**src/rtl/uart_pkg.sv**
```systemverilog
// Shared UART definitions: transmitter FSM encoding, frame constants and baud-rate codes.
// The codes and divider table are common to the transmit and receive sides.
package uart_pkg;

  localparam int unsigned OVERSAMPLE = 16;
  localparam int unsigned DATA_BITS  = 8;

  localparam int unsigned BaudCntW = 14;

  typedef enum logic [2:0] {
    StIdle,
    StStart,
    StData,
    StParity,
    StStop
  } tx_state_e;

  localparam logic [2:0] BAUD_300    = 3'b000;
  localparam logic [2:0] BAUD_1200   = 3'b001;
  localparam logic [2:0] BAUD_4800   = 3'b010;
  localparam logic [2:0] BAUD_9600   = 3'b011;
  localparam logic [2:0] BAUD_19200  = 3'b100;
  localparam logic [2:0] BAUD_38400  = 3'b101;
  localparam logic [2:0] BAUD_57600  = 3'b110;
  localparam logic [2:0] BAUD_115200 = 3'b111;

  // clk cycles per oversampling tick for a 50 MHz system clock: 50e6 / (16 * baud).
  function automatic logic [BaudCntW-1:0] baud_period(input logic [2:0] code);
    logic [BaudCntW-1:0] period;
    case (code)
      BAUD_300:    period = 14'd10417;
      BAUD_1200:   period = 14'd2604;
      BAUD_4800:   period = 14'd651;
      BAUD_9600:   period = 14'd326;
      BAUD_19200:  period = 14'd163;
      BAUD_38400:  period = 14'd81;
      BAUD_57600:  period = 14'd54;
      BAUD_115200: period = 14'd27;
      default:     period = 14'd27;
    endcase
    return period;
  endfunction

endpackage

```
**src/rtl/baud_controller.sv**
```systemverilog
// Free-running divider producing the one-cycle sample_ENABLE tick at 16x the selected baud.
// The comparison is >= so a code change never strands the counter above the new period.
module baud_controller (
  input  logic       clk,
  input  logic       reset,
  input  logic [2:0] baud_select,
  output logic       sample_ENABLE
);
  import uart_pkg::*;

  logic [BaudCntW-1:0] period;
  logic [BaudCntW-1:0] cnt_q, cnt_d;
  logic                tick_q, tick_d;

  assign period = baud_period(baud_select);

  always_comb begin
    cnt_d  = cnt_q + 1'b1;
    tick_d = 1'b0;
    if (cnt_q >= period - 1'b1) begin
      cnt_d  = '0;
      tick_d = 1'b1;
    end
  end

  always_ff @(posedge clk or posedge reset) begin
    if (reset) begin
      cnt_q  <= '0;
      tick_q <= 1'b0;
    end else begin
      cnt_q  <= cnt_d;
      tick_q <= tick_d;
    end
  end

  assign sample_ENABLE = tick_q;

endmodule

```
**src/rtl/uart_transmitter.sv**
```systemverilog
// UART transmitter: start bit, DATA_BITS data bits LSB-first, optional even parity, one stop bit.
// Define UART_TX_PARITY_EN to include the parity bit (11-bit frame); otherwise the frame is 10 bits.
module uart_transmitter #(
  parameter int unsigned OVERSAMPLE = uart_pkg::OVERSAMPLE,
  parameter int unsigned DATA_BITS  = uart_pkg::DATA_BITS
) (
  input  logic                 clk,
  input  logic                 reset,
  input  logic [2:0]           baud_select,
  input  logic                 Tx_EN,
  input  logic                 Tx_WR,
  input  logic [DATA_BITS-1:0] Tx_DATA,
  output logic                 TxD,
  output logic                 Tx_BUSY
);
  import uart_pkg::*;

  localparam int unsigned TickW = $clog2(OVERSAMPLE);
  localparam int unsigned IdxW  = $clog2(DATA_BITS);
  localparam logic [TickW-1:0] TickMax = TickW'(OVERSAMPLE - 1);
  localparam logic [IdxW-1:0]  IdxLast = IdxW'(DATA_BITS - 1);

  tx_state_e            state_q, state_d;
  logic [TickW-1:0]     tick_cnt_q, tick_cnt_d;
  logic [IdxW-1:0]      bit_idx_q, bit_idx_d;
  logic [DATA_BITS-1:0] shift_q, shift_d;
  logic [2:0]           baud_q, baud_d;
  logic                 txd_q, txd_d;
  logic                 busy_q, busy_d;
  logic                 sample_enable;
  logic [2:0]           baud_mux;
  logic                 accept;
  logic                 bit_end;
`ifdef UART_TX_PARITY_EN
  logic                 parity_q, parity_d;
`endif

  // The latched code holds the bit rate steady for the whole frame.
  assign baud_mux = busy_q ? baud_q : baud_select;

  baud_controller u_baud_controller (
    .clk           (clk),
    .reset         (reset),
    .baud_select   (baud_mux),
    .sample_ENABLE (sample_enable)
  );

  assign accept  = Tx_WR && Tx_EN && !busy_q;
  assign bit_end = sample_enable && (tick_cnt_q == TickMax);

  always_comb begin
    state_d    = state_q;
    tick_cnt_d = tick_cnt_q;
    bit_idx_d  = bit_idx_q;
    shift_d    = shift_q;
    baud_d     = baud_q;
`ifdef UART_TX_PARITY_EN
    parity_d   = parity_q;
`endif

    if (state_q != StIdle && sample_enable) begin
      tick_cnt_d = bit_end ? '0 : tick_cnt_q + 1'b1;
    end

    unique case (state_q)
      StIdle: begin
        if (accept) begin
          state_d    = StStart;
          shift_d    = Tx_DATA;
          baud_d     = baud_select;
          tick_cnt_d = '0;
`ifdef UART_TX_PARITY_EN
          parity_d   = ^Tx_DATA;
`endif
        end
      end
      StStart: begin
        if (bit_end) state_d = StData;
      end
      StData: begin
        if (bit_end) begin
          shift_d = shift_q >> 1;
          if (bit_idx_q == IdxLast) begin
            bit_idx_d = '0;
`ifdef UART_TX_PARITY_EN
            state_d   = StParity;
`else
            state_d   = StStop;
`endif
          end else begin
            bit_idx_d = bit_idx_q + 1'b1;
          end
        end
      end
`ifdef UART_TX_PARITY_EN
      StParity: begin
        if (bit_end) state_d = StStop;
      end
`endif
      StStop: begin
        if (bit_end) state_d = StIdle;
      end
      default: state_d = StIdle;
    endcase

    // Outputs are registered from the next state so TxD and Tx_BUSY change on the same edge.
    case (state_d)
      StStart:  txd_d = 1'b0;
      StData:   txd_d = shift_d[0];
`ifdef UART_TX_PARITY_EN
      StParity: txd_d = parity_d;
`endif
      default:  txd_d = 1'b1;
    endcase
    busy_d = (state_d != StIdle);
  end

  always_ff @(posedge clk or posedge reset) begin
    if (reset) begin
      state_q    <= StIdle;
      tick_cnt_q <= '0;
      bit_idx_q  <= '0;
      shift_q    <= '0;
      baud_q     <= 3'b000;
      txd_q      <= 1'b1;
      busy_q     <= 1'b0;
`ifdef UART_TX_PARITY_EN
      parity_q   <= 1'b0;
`endif
    end else begin
      state_q    <= state_d;
      tick_cnt_q <= tick_cnt_d;
      bit_idx_q  <= bit_idx_d;
      shift_q    <= shift_d;
      baud_q     <= baud_d;
      txd_q      <= txd_d;
      busy_q     <= busy_d;
`ifdef UART_TX_PARITY_EN
      parity_q   <= parity_d;
`endif
    end
  end

  assign TxD     = txd_q;
  assign Tx_BUSY = busy_q;

endmodule
```
**config.mk**
```make
export PLATFORM = sky130hd
export DESIGN_NAME = uart_transmitter
export DESIGN_NICKNAME = d
export VERILOG_FILES = /design/src/rtl/uart_pkg.sv /design/src/rtl/baud_controller.sv /design/src/rtl/uart_transmitter.sv
export SDC_FILE = /design/constraint.sdc
export NUM_CORES = 1
export LEC_CHECK = 0
export ABC_CLOCK_PERIOD_IN_PS = 9600
export CELL_PAD_IN_SITES_DETAIL_PLACEMENT = 1
export CELL_PAD_IN_SITES_GLOBAL_PLACEMENT = 1
export CORE_ASPECT_RATIO = 0.8
export CORE_MARGIN = 2
export CORE_UTILIZATION = 45
export CTS_BUF_LIST = sky130_fd_sc_hd__clkbuf_8
export CTS_CLUSTER_SIZE = 10
export DETAILED_ROUTE_END_ITERATION = 6
export DONT_BUFFER_PORTS = 1
export PLACE_DENSITY = 0.77
export SETUP_SLACK_MARGIN = 0.05
export SYNTH_ARGS = -nofsm -noshare
export SYNTH_HDL_FRONTEND = slang
export SYNTH_SLANG_ARGS = --single-unit
```
**constraint.sdc**
```tcl
create_clock -name clk -period 9.6 [get_ports clk]
set_input_delay 1.92 -clock clk [delete_from_list [all_inputs] [get_ports clk]]
set_output_delay 1.92 -clock clk [all_outputs]
set_load 0.01 [all_outputs]
```
==> metrics.yaml <==
hpwl_um: 3620
ctsRootBufferMaster: "clkbuf_8"
multi_input_area_um2: 1320
setup_ws_ns: 4.54
clock.fmax_ghz: 0.198
preCtsSetupSlack_ns: 4.12
grt_max_degree: 39
fin_total_pwr_w: 0.000819
drive_above_1_share_pct: 9.84
setup_violations: 0
hold_viol_final: 0
power.leakage_nw: 1.23
fin_util_pct: 50.6
cts.reportedPaths.clkPinSlew_ns: 0.09
hold_slack_ns: 0.484
start_util_pct: 46.9
grt_pass1_wl_um: 8100
fin_crit_ns: 5.06
yosys.area_share.xor_xnor_pct: 6.72
io_pins: 17
startpoint_type: "input pin"
r2r_setup_slack_ns: 5.28
synth_mux_area_share_pct: 7.04
synth_edf_count: 0
cts_hold_buf: 0
tns_ns: 0
grt_pass1_vias: 1656
syn_area_um2: 2350
synth_ff_type: "dfrtp_1"
track_usage_pct: 18.3
regArea_um2: 952
dieArea_um2: 5810
fin_crit_sh_pct: 52.7
diodes: 0
synth.net_count: 281
drtPass1Iterations: 4
max_slew_margin_pct: 25.9
cp.arrival_ns: 5.20
slew_violations: 0
routedWlPerCell_um: 15.9
worst_pin_slew_ns: 1.10
dieWidth_um: 84.7
ys_seq_elements: 38
drc: 0
grt_overflow: 0
post_cts_resized: 0
status: "finished, final reports clean"
post_cts_buffers: 0
critPathMaxFanout: 15
postRouteWirelength_um: 4870
hold_path_class: "register to register"
cap_violations: 0
max-vdd-ir-drop_uv: 165
cts_tree: "built"
synth_compound_area_share_pct: 9.97
synth_common_cells: "nand2_1, dfrtp_1, ha_1"
synth_simple_gate_area_share_pct: 19.2
ant_nets: 0
synth_cell_types: 45
clockBufferDepth: 2
area_delta_synth_final_pct: 7.95
final_nets: 283
pwr_density_cell_nw_per_um2: 323
fill_cells: 585
rsz0062_at_grt: "false"
synth_seq_area_share_pct: 40.6
syn_inst: 241
synth-adder-area-share_pct: 13.3
die_y_um: 68.6
h-tree-depth: 2
synth.most_common_cell: "nand2_1"
async_flop_share_pct: 100
rows: 23
place.gp.congestion: 0.796
yosysTopAreaCell: "dfrtp_1"
io_buffers: 0
antenna_found_initial: 0
cts.sinks: 38
core-area_um2: 5010
finClkSkew_ns: 0.00895
synth_top_family_by_area: "simple AND/OR/NAND/NOR gates"
worst_ep_required_time_ns: 9.74
cp-end-kind: "register"
drt_iter0_drc: 73
ys.warnings.count: 0
cts-buffers-inserted: 5
syn_avg_cell_area_um2: 9.73
crit_type: "input pin to register"
viasPerCell: 5.48
synth_top_area_share_pct: 39.5
dr_total_vias: 1676
netlist_top_cells_area: "dfrtp_1, ha_1, nand2_1, xor2_1, nor2_1"
insertion_delay_ns: 0.31
[worst max-delay path: stages]
cell and delay [ns]:
mux2i_1 0.28, inv_1 0.14, ha_1 0.22, mux2i_1 0.15, mux2i_1 0.14, nand3b_2 0.31, nor4_1 0.28, o22ai_1 0.15
ha_1 0.29, nand2_1 0.06, nor2_1 0.13, o211ai_1 0.10, o21ai_1 0.87, nor2_1 0.14
[final timing paths]
path,to,from,cells past startpoint
min,shift_q[2],shift_q[2],2
max reg2reg,u_baud_controller.cnt_q[8],Tx_BUSY,14
min reg2reg,shift_q[2],shift_q[2],2
min in group asynchronous,shift_q[2],reset,2
max in group asynchronous,TxD,reset,2
max,u_baud_controller.cnt_q[8],baud_select[1],14
[power by group]
group | switching [W] | internal (W)
logic | 0.000215 | 0.000167
clock network | 0.0000646 | 0.000104
registers | 0.0000566 | 0.000211
total | 0.000336 | 0.000483
[cell usage in the layout (no fill, tap or decap), types with 3 or more instances in the layout]
cell type  count
nand2b_1       3
nor2_1        23
xor2_1        13
o21ai_0        4
a21o_1         3
mux2_2         7
clkbuf_8       5
xnor2_1        5
inv_1          9
mux2i_1        5
ha_1          25
nor3_1         4
and3_1         4
a21oi_1        7
or3_1          3
a22oi_1        7
nand2_1       39
dfrtp_1       37
nand3_1        9
[stage by stage]
stage          area (µm²)  instances
2_1_floorplan        2350        241
3_3_place_gp         2390        298
3_5_place_dp         2390        298
4_1_cts              2530        306
5_1_grt              2530        306
6_report             2530        306
[metal layers]
layer  up-vias  part of all wire (%)  global-route usage (%)
met5         -                     0                       0
met1       814                    53                    25.8
met4         0                   1.3                    5.95
met3         6                   2.7                    5.00
li1        840                     -                       -
met2        16                    43                    27.5
[kinds of logic after synthesis]
group	Yosys count
AOI/OAI and AO/OA	35
xor gates and xnor gates	18
adders and majority gates	25
buffers and inverters	15
DFF	38
muxes	14
other	1
and+or+nand+nor	95
[flip-flops by register name, summed over array words and instances (netlist names)]
name,cells
TxD,1
baud_q,3
Tx_BUSY,1
state_q,3
u_baud_controller.cnt_q,14
bit_idx_q,3
u_baud_controller.sample_ENABLE,1
tick_cnt_q,4
shift_q,8
[layout make-up]
class,instances,area share [%]
Clock buffer,5,2.72
Clock inverter,3,2.72
Inverter,9,1.33
Multi-Input combinational cell,188,52.3
Sequential cell,38,37.6
Tap cell,62,3.06
Timing Repair Buffer,1,0.296
No activity file was read; power rests on OpenSTA's default activity.
